### src/rtl/seq_det_ctrl_if.sv
// Handshake/data bundle between the sequencing controller and its environment.
// Carries the word request, the serial detector link and the per-word results.
// Widths track the controller parameters; both ends must use the same values.
interface seq_det_ctrl_if #(
    parameter int WIDTH = 8,
    parameter int CNT_W = 4
);
    logic             start;
    logic [WIDTH-1:0] data_in;
    logic             det_in;
    logic             ser_out;
    logic             det_rst;
    logic             busy;
    logic             done;
    logic [CNT_W-1:0] det_count;
    logic [WIDTH-1:0] det_pos;

    // Environment side: requests words and returns the detector output.
    modport master (
        output start, data_in, det_in,
        input  ser_out, det_rst, busy, done, det_count, det_pos
    );

    // Controller side.
    modport slave (
        input  start, data_in, det_in,
        output ser_out, det_rst, busy, done, det_count, det_pos
    );
endinterface

### src/rtl/seq_det_ctrl.sv
// Serialises a word MSB-first into a Mealy sequence detector and tallies its hits per bit.
// Latency: start edge to done pulse is WIDTH+1 cycles; one word per WIDTH+2 cycles.
// No backpressure: start is taken only in IDLE (and at idx=0 when SEQ_DET_CTRL_CONT_EN is defined).
module seq_det_ctrl #(
    parameter int WIDTH = 8,
    parameter int CNT_W = 4
) (
    input  logic               clk,
    input  logic               rst,
    seq_det_ctrl_if.slave      bus
);
    localparam int IDX_W = (WIDTH > 2) ? $clog2(WIDTH) : 1;

    typedef enum logic [1:0] {IDLE, SHIFT, DONE} state_t;

    state_t           state, state_nxt;
    logic [WIDTH-1:0] shreg;
    logic [IDX_W-1:0] idx;
    logic [CNT_W-1:0] acc_cnt, cnt_nxt;
    logic [WIDTH-1:0] acc_pos, pos_nxt;
    logic [CNT_W-1:0] det_count_q;
    logic [WIDTH-1:0] det_pos_q;
    logic             done_q;
    logic             load;
    logic             publish;
    logic             last;

    assign last = (idx == '0);

    // The detector is only released while a bit is actually on the wire.
    assign bus.ser_out   = (state == SHIFT) ? shreg[idx] : 1'b0;
    assign bus.det_rst   = (state != SHIFT);
    assign bus.busy      = (state != IDLE);
    assign bus.done      = done_q;
    assign bus.det_count = det_count_q;
    assign bus.det_pos   = det_pos_q;

    // Accumulator update for the bit currently on ser_out; counter saturates at all-ones.
    always_comb begin
        cnt_nxt = acc_cnt;
        pos_nxt = acc_pos;
        if (state == SHIFT && bus.det_in) begin
            pos_nxt[idx] = 1'b1;
            if (acc_cnt != '1) begin
                cnt_nxt = acc_cnt + CNT_W'(1);
            end
        end
    end

    // Next-state decode: load a new word, finish one, or both at a streaming boundary.
    always_comb begin
        state_nxt = state;
        load      = 1'b0;
        publish   = 1'b0;
        case (state)
            IDLE: begin
                if (bus.start) begin
                    state_nxt = SHIFT;
                    load      = 1'b1;
                end
            end
            SHIFT: begin
                if (last) begin
                    publish = 1'b1;
`ifdef SEQ_DET_CTRL_CONT_EN
                    if (bus.start) begin
                        state_nxt = SHIFT;
                        load      = 1'b1;
                    end else begin
                        state_nxt = DONE;
                    end
`else
                    state_nxt = DONE;
`endif
                end
            end
            DONE: begin
                state_nxt = IDLE;
            end
            default: begin
                state_nxt = IDLE;
            end
        endcase
    end

    // State, shift/accumulate datapath and result registers.
    always_ff @(posedge clk or posedge rst) begin
        if (rst) begin
            state       <= IDLE;
            shreg       <= '0;
            idx         <= '0;
            acc_cnt     <= '0;
            acc_pos     <= '0;
            det_count_q <= '0;
            det_pos_q   <= '0;
            done_q      <= 1'b0;
        end else begin
            state  <= state_nxt;
            done_q <= publish;
            if (publish) begin
                det_count_q <= cnt_nxt;
                det_pos_q   <= pos_nxt;
            end
            if (load) begin
                shreg   <= bus.data_in;
                idx     <= IDX_W'(WIDTH - 1);
                acc_cnt <= '0;
                acc_pos <= '0;
            end else if (state == SHIFT) begin
                acc_cnt <= cnt_nxt;
                acc_pos <= pos_nxt;
                if (!last) begin
                    idx <= idx - IDX_W'(1);
                end
            end
        end
    end
endmodule

### src/flat_wrapper.sv
// flat-port wrapper written by rule: the top's interface ports become plain ports
module seq_det_ctrl_flat 
#(
    parameter int WIDTH = 8,
    parameter int CNT_W = 4
)
  (clk, rst, bus_start, bus_data_in, bus_det_in, bus_ser_out, bus_det_rst, bus_busy, bus_done, bus_det_count, bus_det_pos);
  seq_det_ctrl_if #(.WIDTH(WIDTH), .CNT_W(CNT_W)) bus_i ();
  input  logic clk;
  input  logic rst;
  input wire logic [$bits(bus_i.start)-1:0] bus_start;
  input wire logic [$bits(bus_i.data_in)-1:0] bus_data_in;
  input wire logic [$bits(bus_i.det_in)-1:0] bus_det_in;
  output wire logic [$bits(bus_i.ser_out)-1:0] bus_ser_out;
  output wire logic [$bits(bus_i.det_rst)-1:0] bus_det_rst;
  output wire logic [$bits(bus_i.busy)-1:0] bus_busy;
  output wire logic [$bits(bus_i.done)-1:0] bus_done;
  output wire logic [$bits(bus_i.det_count)-1:0] bus_det_count;
  output wire logic [$bits(bus_i.det_pos)-1:0] bus_det_pos;
  assign bus_i.start = bus_start;
  assign bus_i.data_in = bus_data_in;
  assign bus_i.det_in = bus_det_in;
  assign bus_ser_out = bus_i.ser_out;
  assign bus_det_rst = bus_i.det_rst;
  assign bus_busy = bus_i.busy;
  assign bus_done = bus_i.done;
  assign bus_det_count = bus_i.det_count;
  assign bus_det_pos = bus_i.det_pos;
  seq_det_ctrl #(.WIDTH(WIDTH), .CNT_W(CNT_W)) u_core (.clk(clk), .rst(rst), .bus(bus_i));
endmodule
### config.mk
export PLATFORM = sky130hd
export DESIGN_NAME = seq_det_ctrl_flat
export DESIGN_NICKNAME = d
export VERILOG_FILES = /design/src/rtl/seq_det_ctrl_if.sv /design/src/rtl/seq_det_ctrl.sv /design/src/flat_wrapper.sv
export SDC_FILE = /design/constraint.sdc
export NUM_CORES = 1
export LEC_CHECK = 0
export BUFFER_PORTS_ARGS = -buffer_cell sky130_fd_sc_hd__buf_2
export CAP_MARGIN = 30
export CELL_PAD_IN_SITES_DETAIL_PLACEMENT = 0
export CELL_PAD_IN_SITES_GLOBAL_PLACEMENT = 1
export CORE_MARGIN = 4
export CORE_UTILIZATION = 39
export CTS_CLUSTER_SIZE = 28
export DETAILED_ROUTE_END_ITERATION = 10
export PLACE_DENSITY = 0.7
export SLEW_MARGIN = 10
export SYNTH_ARGS = -nofsm -noshare
export SYNTH_HDL_FRONTEND = slang
export SYNTH_SLANG_ARGS = --single-unit
### constraint.sdc
create_clock -name clk -period 1.6 [get_ports clk]
set_clock_uncertainty 0.15 [all_clocks]
set_input_delay 0.24 -clock clk [delete_from_list [all_inputs] [get_ports clk]]
set_output_delay 0.24 -clock clk [all_outputs]
set_load 0.05 [all_outputs]
; ---- Word level (Yosys, flattened, before mapping)
; Cells that the tools add are included.
; Widths: inputs -> output; s select.
[totals]
ff_bits = 38
latchBits = 0
ram_bits = 0
romBits = 0
in_bits = 12
output_inout_bits = 16
mem_count = 0
[op_classes]
addsub = 2
multipliers = 0
div_mod_pow = 0
order_cmp = 2
eq_ne = 6
n_shift = 0
mux = 22
bitwise = 1
reduce_logical = 8
[ops]
columns = op, n
row1 = $mux 8, 3
row2 = $mux 4, 4
row3 = $mux 3, 3
row4 = $or 8x8->8, 1
row5 = $mux 1, 7
row6 = $ne 2x1->1 const B, 3
row7 = $add 4x1->4 const B, 1
row8 = $lt 3x4->1 const B, 1
row9 = $mux 2, 2
row10 = $ne 4x4->1 const B, 1
row11 = $pmux 2 s2, 1
row12 = $reduce_and 2->1, 2
row13 = $reduce_bool 2->1, 2
row14 = $bmux 1 s3, 1
row15 = $demux 1 s3, 1
row16 = $ge 3x1->1 const B, 1
row17 = $logic_not 3->1, 1
row18 = $sub 3x1->3 const B, 1
row19 = $eq 2x1->1 const B, 1
row20 = $logic_and 1x1->1, 2
row21 = $logic_not 2->1, 1
row22 = $ne 2x2->1 const B, 1

; ---- Longest topological paths before layout
; Gate-level depths: netlist of the first run.
[logic_depth]
word_depth = 8
mapped_depth = 8
mapped_depth_nobuf = 6

; ---- Worst setup path after synthesis of the first run
; No wires, ideal clock.
[synth_timing]
path_kind = reg2out
startpoint = register u_core.state[1]
endpoint = output bus_ser_out
arrival_time_ns = 1.788
t_required_ns = 1.210
setup_slack_ns = -0.578
path_stages_with_launch = 4
n_path_buf = 1
path_cell_list = dfrtp_1 nand2b_1 clkbuf_1 a21oi_1
[synth_via]
elab_chain_cells = 2
[synth_lines]
columns = element, line
row1 = start: declaration, seq_det_ctrl.sv:16  ; state_t state, state_nxt;
row2 = start signal: assignment, seq_det_ctrl.sv:98  ; state <= state_nxt;
row3 = $eq 2x1->1, seq_det_ctrl.sv:31  ; assign bus.ser_out = (state == SHIFT) ? shreg[idx] : 1'b0;
row4 = $mux 1, seq_det_ctrl.sv:31
row5 = end: declaration, flat_wrapper.sv:14  ; output wire logic [$bits(bus_i.ser_out)-1:0] bus_ser_out;
; Every way passes these cells.

; ---- Final worst setup path of the first run
[layout_timing]
startpoint = register u_core.idx[0]
endpoint = output bus_ser_out
[layout_via]
elab_chain_cells = 3
[layout_lines]
columns = element, line
row1 = start: declaration, seq_det_ctrl.sv:18  ; logic [IDX_W-1:0] idx;
row2 = start signal: assignment, seq_det_ctrl.sv:106  ; idx <= IDX_W'(WIDTH - 1);
row3 = start signal: assignment, seq_det_ctrl.sv:113  ; idx <= idx - IDX_W'(1);
row4 = $bmux 1 s3, seq_det_ctrl.sv:31
row5 = $mux 1 (not written as such), seq_det_ctrl.sv:31
row6 = $mux 1, seq_det_ctrl.sv:31
; Every way passes these cells. The select of a mux whose other input is x is not followed.

==> impl_metrics.yaml, run 1 <==
final_layout:
  fillers: 369
  drive_gt1_share_pct: 42.5
  stdcell_count: 262
  nets: 226
  final_cell_area_mm2: 0.00232
  syn_to_final_growth_pct: 37.0
  fin_util_pct: 56.5
  diodes: 0
worst_hold_path:
  hold_depth: 2
  hp-class: "input pin to flip-flop"
sta:
  slew_viol_final: 0
  whs_ns: 0.0348
  setup_viol: 18
  min_period_ns: 1.90
  tightest_slew_ns: 0.480
  rsz0062_at_grt: "yes"
  slew_headroom_pct: 68.0
  fmax_mhz: 526
  layout_setup_ws_ns: -0.303
  final_hold_viol_count: 0
  period_share_pct: 119
placed_design:
  placed_area_mm2: 0.00204
  place.gp.congestion: 0.778
  dpl.hpwl_um: 2570
  numPortBuffers: 27
  pre_cts_slack_ns: -0.169
  dp_cells: 246
synthesis:
  synth_edf_count: 0
  syn_nets: 171
  synthFlopType: "dfrtp_1"
  syn_area_per_cell_um2: 10.9
  synth_top_area_cell: "dfrtp_1"
  netlist.area_leader.share_pct: 56.1
  ys_ff_latch: 38
  synthAdderAreaFrac_pct: 2.21
  async_flop_share_pct: 100
  synthMuxAreaShare_pct: 9.30
  synth_top_family_by_area: "simple AND/OR/NAND/NOR gates"
  syn_area_mm2: 0.00170
  yosysUniqueCellTypes: 35
  synthSimpleGateAreaFrac_pct: 19.0
  syn_inst: 156
  synth_seq_area_share_pct: 56.1
  yosysMostFrequentCell: "dfrtp_1"
  synth_area_leaders: "dfrtp_1, nand2_1, mux2_4"
  synth_compound_area_share_pct: 9.37
  synth-warning-count: 0
  synthTopCellsByCount: "dfrtp_1, nand2_1, nor2_1"
  synth_xor_area_share_pct: 0
floorplanning:
  rows: 23
  die_x_um: 73.9
  io_pins: 28
  core-area_mm2: 0.00412
  die_h_um: 73.9
  dieArea_mm2: 0.00547
  start_util_pct: 41.2
cts:
  cts_made_buffers: 5
  cts_tree: "built"
  cts_root_buffer: "clkbuf_8"
  clockBufferDepth: 2
  cts.sinks: 38
  clk_latency_ns: 0.28
  h-tree-depth: 2
  clkTransAtPathRegs_ns: 0.07
pwr:
  p_leak_nw: 1.15
  p_per_area_mw_per_mm2: 2230
  max-vdd-ir-drop_v: 0.00148
drt:
  wl_per_cell_um: 13.9
  dr.pass1.iters: 4
  drtAntennaViolNets: 0
  totalWireLength_um: 3650
  drt-initial-drc-count: 28
  dr_total_vias: 1342
  drc_errors: 0
  vias_per_cell: 5.12
critical_path:
  cp-end-kind: "output pin"
  rr_worst_depth: 10
  worstSetupPathType: "flip-flop to output pin"
  critPathMaxFanout: 4
  cp-start-kind: "flip-flop"
  critPathRequiredTime_ns: 1.21
  cp.arrival_ns: 1.51
global_routing:
  antenna_found_initial: 0
  grt_usage_pct: 14.9
  grt_max_degree: 39
  grt_pass1_vias: 1412
  gr-total-overflow: 0
  grt_pass1_wl_um: 6220
run_status:
  violations: "negative setup slack"
  status: "complete, but fails checks"
job:
  max-cap-violations: 0
[kinds of logic (layout without fill, tap and decap cells)]
family,Yosys count,in the layout
AO/OA/AOI/OAI,24,24
buffers and inverters,15,71
multiplexers,10,10
adder cells (fa/ha/maj),3,3
flip-flops,38,38
AND/OR/NAND/NOR,66,66
[layout by cell type (no fill, tap or decap), drive strengths merged, types with 2 or more instances in the layout]
cell | synthesis | final
buf | 4 | 55
dfrtp | 38 | 38
nand2 | 29 | 29
nor2 | 14 | 14
mux2 | 8 | 8
clkbuf | 4 | 7
inv | 7 | 7
o21ai | 7 | 7
a21oi | 5 | 5
a32o | 4 | 4
nand3 | 4 | 4
nand3b | 3 | 3
ha | 3 | 3
or3 | 2 | 2
a31oi | 2 | 2
mux4 | 2 | 2
o211ai | 2 | 2
nor3 | 2 | 2
nor2b | 2 | 2
[per-layer routing]
layer / track usage [%] / wire, um
met2: 27.2 / 1880
met3: 3.78 / 168
met4: 5.43 / 55
met1: 16.7 / 1550
met5: 0 / 0
[power by group]
part           internal [mW]  switching, mW
sequential              1.39          0.267
clock                  0.347          0.314
combinational           1.23           1.64
total                   2.96           2.22
[sequential cells by signal, indices dropped and copies added (netlist names)]
name,cells
u_core.acc_cnt,4
u_core.acc_pos,8
u_core.bus.det_count,4
u_core.bus.det_pos,8
u_core.bus.done,1
u_core.idx,3
u_core.shreg,8
u_core.state,2
[worst paths after layout]
check / slack [ns] / start / endpoint
min in group asynchronous: 0.46 / rst / u_core.bus.det_count[2]
max in group asynchronous: 0.48 / rst / u_core.idx[0]
worst max-delay path: -0.30 / u_core.idx[0] / bus_ser_out
worst min register to register: 0.33 / u_core.acc_pos[6] / u_core.bus.det_pos[6]
worst max register to register: -0.25 / u_core.idx[0] / u_core.bus.det_count[1]
worst min-delay path: 0.03 / bus_data_in[7] / u_core.shreg[7]
[critical path, stage by stage, from the launching register on]
cell and delay (ns):
dfrtp_2 0.41, mux4_2 0.52, nand2_2 0.09, a21oi_4 0.06
buf_6 0.15
[cell type report]
cell class,instances,area [um2],share of cell area (%)
tap,50,62.6,2.69
multi-input combinational,103,773,33.3
timing repair buffer,56,413,17.8
clock buffer,7,86.3,3.72
clock inverter,1,5.00,0.215
inverter,7,31.3,1.35
sequential,38,952,41.0
[through the flow]
| step | setup TNS (ns) | total power [mW] |
|---|---|---|
| 4_1_cts | -1.69 | 5.12 |
| 6_report | -3.19 | 5.18 |
| 3_5_place_dp | -0.815 | 4.13 |
| 2_1_floorplan | -0.0000928 | 3.45 |
| 5_1_grt | -4.99 | 5.53 |
| 3_3_place_gp | -0.223 | 4.07 |
[timing repair]
item                       CTS  global route
gates resized for setup     29            11
hold endpoints to repair    38             0
setup buffers                4             2
cloned                       1             0
hold buffers                 1             0
setup endpoints to repair   18            27
pin swaps                    4             2
(Power assumes the default switching activity.)
==> run 2: changes to the inputs <==
- PLACE_DENSITY: 0.7 -> 0.77
==> run 2 against run 1 <==
  * The flow still finishes with violations (negative setup slack)
  * First-iteration DRC count grew to 3.5 times the previous value
  * Power is 0.97% higher
  * Sequential share of layout area up 0.38 points
  * Register-to-register slack improved by 0.17 ns
==> impl_metrics.yaml, run 2 (synthesized netlist as in run 1, its figures left out) <==
run_status:
  status: "complete, but fails checks"
  violations: "negative setup slack"
pwr:
  p_total_mw: 5.24
  max-vdd-ir-drop_v: 0.000999
  p_leak_nw: 1.15
  p_per_area_mw_per_mm2: 2270
floorplanning:
  rows: 23
  start_util_pct: 41.2
  dieArea_mm2: 0.00547
  die_h_um: 73.9
  core-area_mm2: 0.00412
  io_pins: 28
  die_x_um: 73.9
final_layout:
  final_cell_mix: "dfrtp_1, nand2_1, buf_2"
  syn_to_final_growth_pct: 35.8
  stdcell_count: 260
  final_common_cell: "dfrtp_1"
  diodes: 0
  drive_gt1_share_pct: 41.4
  nets: 224
critical_path:
  crit-reg2reg-launch: "u_core.idx[0]"
  rr_worst_depth: 9
  worstSetupPathType: "flip-flop to output pin"
  cp.arrival_ns: 1.49
  critPathRequiredTime_ns: 1.21
  cp-end-kind: "output pin"
  critPathMaxFanout: 3
  reg2reg_to: "u_core.bus.det_count[1]"
  cp-start-kind: "flip-flop"
  r2r_slack_ns: -0.08
global_routing:
  gr-total-overflow: 0
  grt_usage_pct: 15.0
  grt_pass1_wl_um: 6270
  grt_pass1_vias: 1336
  grt_max_degree: 39
  antenna_found_initial: 0
cts:
  cts_root_buffer: "clkbuf_8"
  clkTransAtPathRegs_ns: 0.07
  cts.sinks: 38
  clockBufferDepth: 2
  h-tree-depth: 2
  cts_tree: "built"
  clk_latency_ns: 0.28
  cts_made_buffers: 5
sta:
  period_share_pct: 117
  slew_viol_final: 0
  final_hold_viol_count: 0
  min_period_ns: 1.88
  slew_headroom_pct: 68.2
  setup_tns_ns: -1.19
  tightest_slew_ns: 0.478
  fmax_mhz: 533
  rsz0062_at_grt: "yes"
  layout_setup_ws_ns: -0.276
  setup_viol: 17
placed_design:
  dpl.hpwl_um: 2520
  dp_cells: 243
  pre_cts_slack_ns: -0.117
  numPortBuffers: 27
  place.gp.congestion: 0.788
worst_hold_path:
  hold_start: "bus_data_in[5]"
  hold_depth: 2
  hold_path_end: "u_core.shreg[5]"
  hp-class: "input pin to flip-flop"
drt:
  dr.pass1.iters: 4
  drtAntennaViolNets: 0
  dr_total_vias: 1327
  drc_errors: 0
  totalWireLength_um: 3790
  wl_per_cell_um: 14.6
  vias_per_cell: 5.10
  drt-initial-drc-count: 97
job:
  max-cap-violations: 0
[run 2: critical path, cell delays in order (launching register included)]
cell     delay (ns)
dfrtp_2        0.39
mux4_2         0.51
nand2_2        0.09
a21oi_4        0.06
buf_6          0.15
[run 2: final cells by class]
type                            instances  area [um2]
Multi-Input combinational cell        103         758
Clock inverter                          1        5.00
Fill cell                             356        1810
Clock buffer                            7        86.3
Tap cell                               50        62.6
Timing Repair Buffer                   54         409
Sequential cell                        38         952
Inverter                                7        28.8
[run 2: stage by stage]
stage               area, um2  util [%]  hold WS, ns
floorplan                1720         -        0.239
global placement         2010      48.9        0.217
detailed placement       2010      48.9        0.229
CTS                      2190      53.2       0.0278
global route             2300      55.9       0.0211
finish                   2300      55.9       0.0387
[run 2: metal layers]
layer	part of all wire, %	track usage (%)	wire length, um	vias up
met5	0	0	0	-
met4	1.3	4.43	51	0
met3	4.8	4.32	183	8
met2	50	25.0	1910	31
met1	43	18.9	1650	638
li1	-	-	-	650
[run 2: repair_timing]
action	CTS	global route
hold buffers	1	0
endpoints found under the hold margin	38	0
pin swaps	2	4
setup buffers	3	4
cloned	0	1
setup endpoints to repair	4	26
gates resized for setup	16	22
[run 2: power breakdown]
part	switching, mW	total [mW]	internal [mW]
combinational	1.66	2.92	1.26
clock	0.320	0.668	0.348
sequential	0.256	1.65	1.39
[run 2: worst max-delay path by stage]
stage	from	endpoint	slack (ns)
after floorplan	u_core.idx[0]	bus_ser_out	-0.00009
after global placement	u_core.idx[0]	bus_ser_out	-0.09
after detailed placement	u_core.idx[0]	bus_ser_out	-0.12
after CTS	u_core.idx[0]	bus_ser_out	-0.32
after global routing	u_core.idx[0]	bus_ser_out	-0.34
final	u_core.idx[0]	bus_ser_out	-0.28
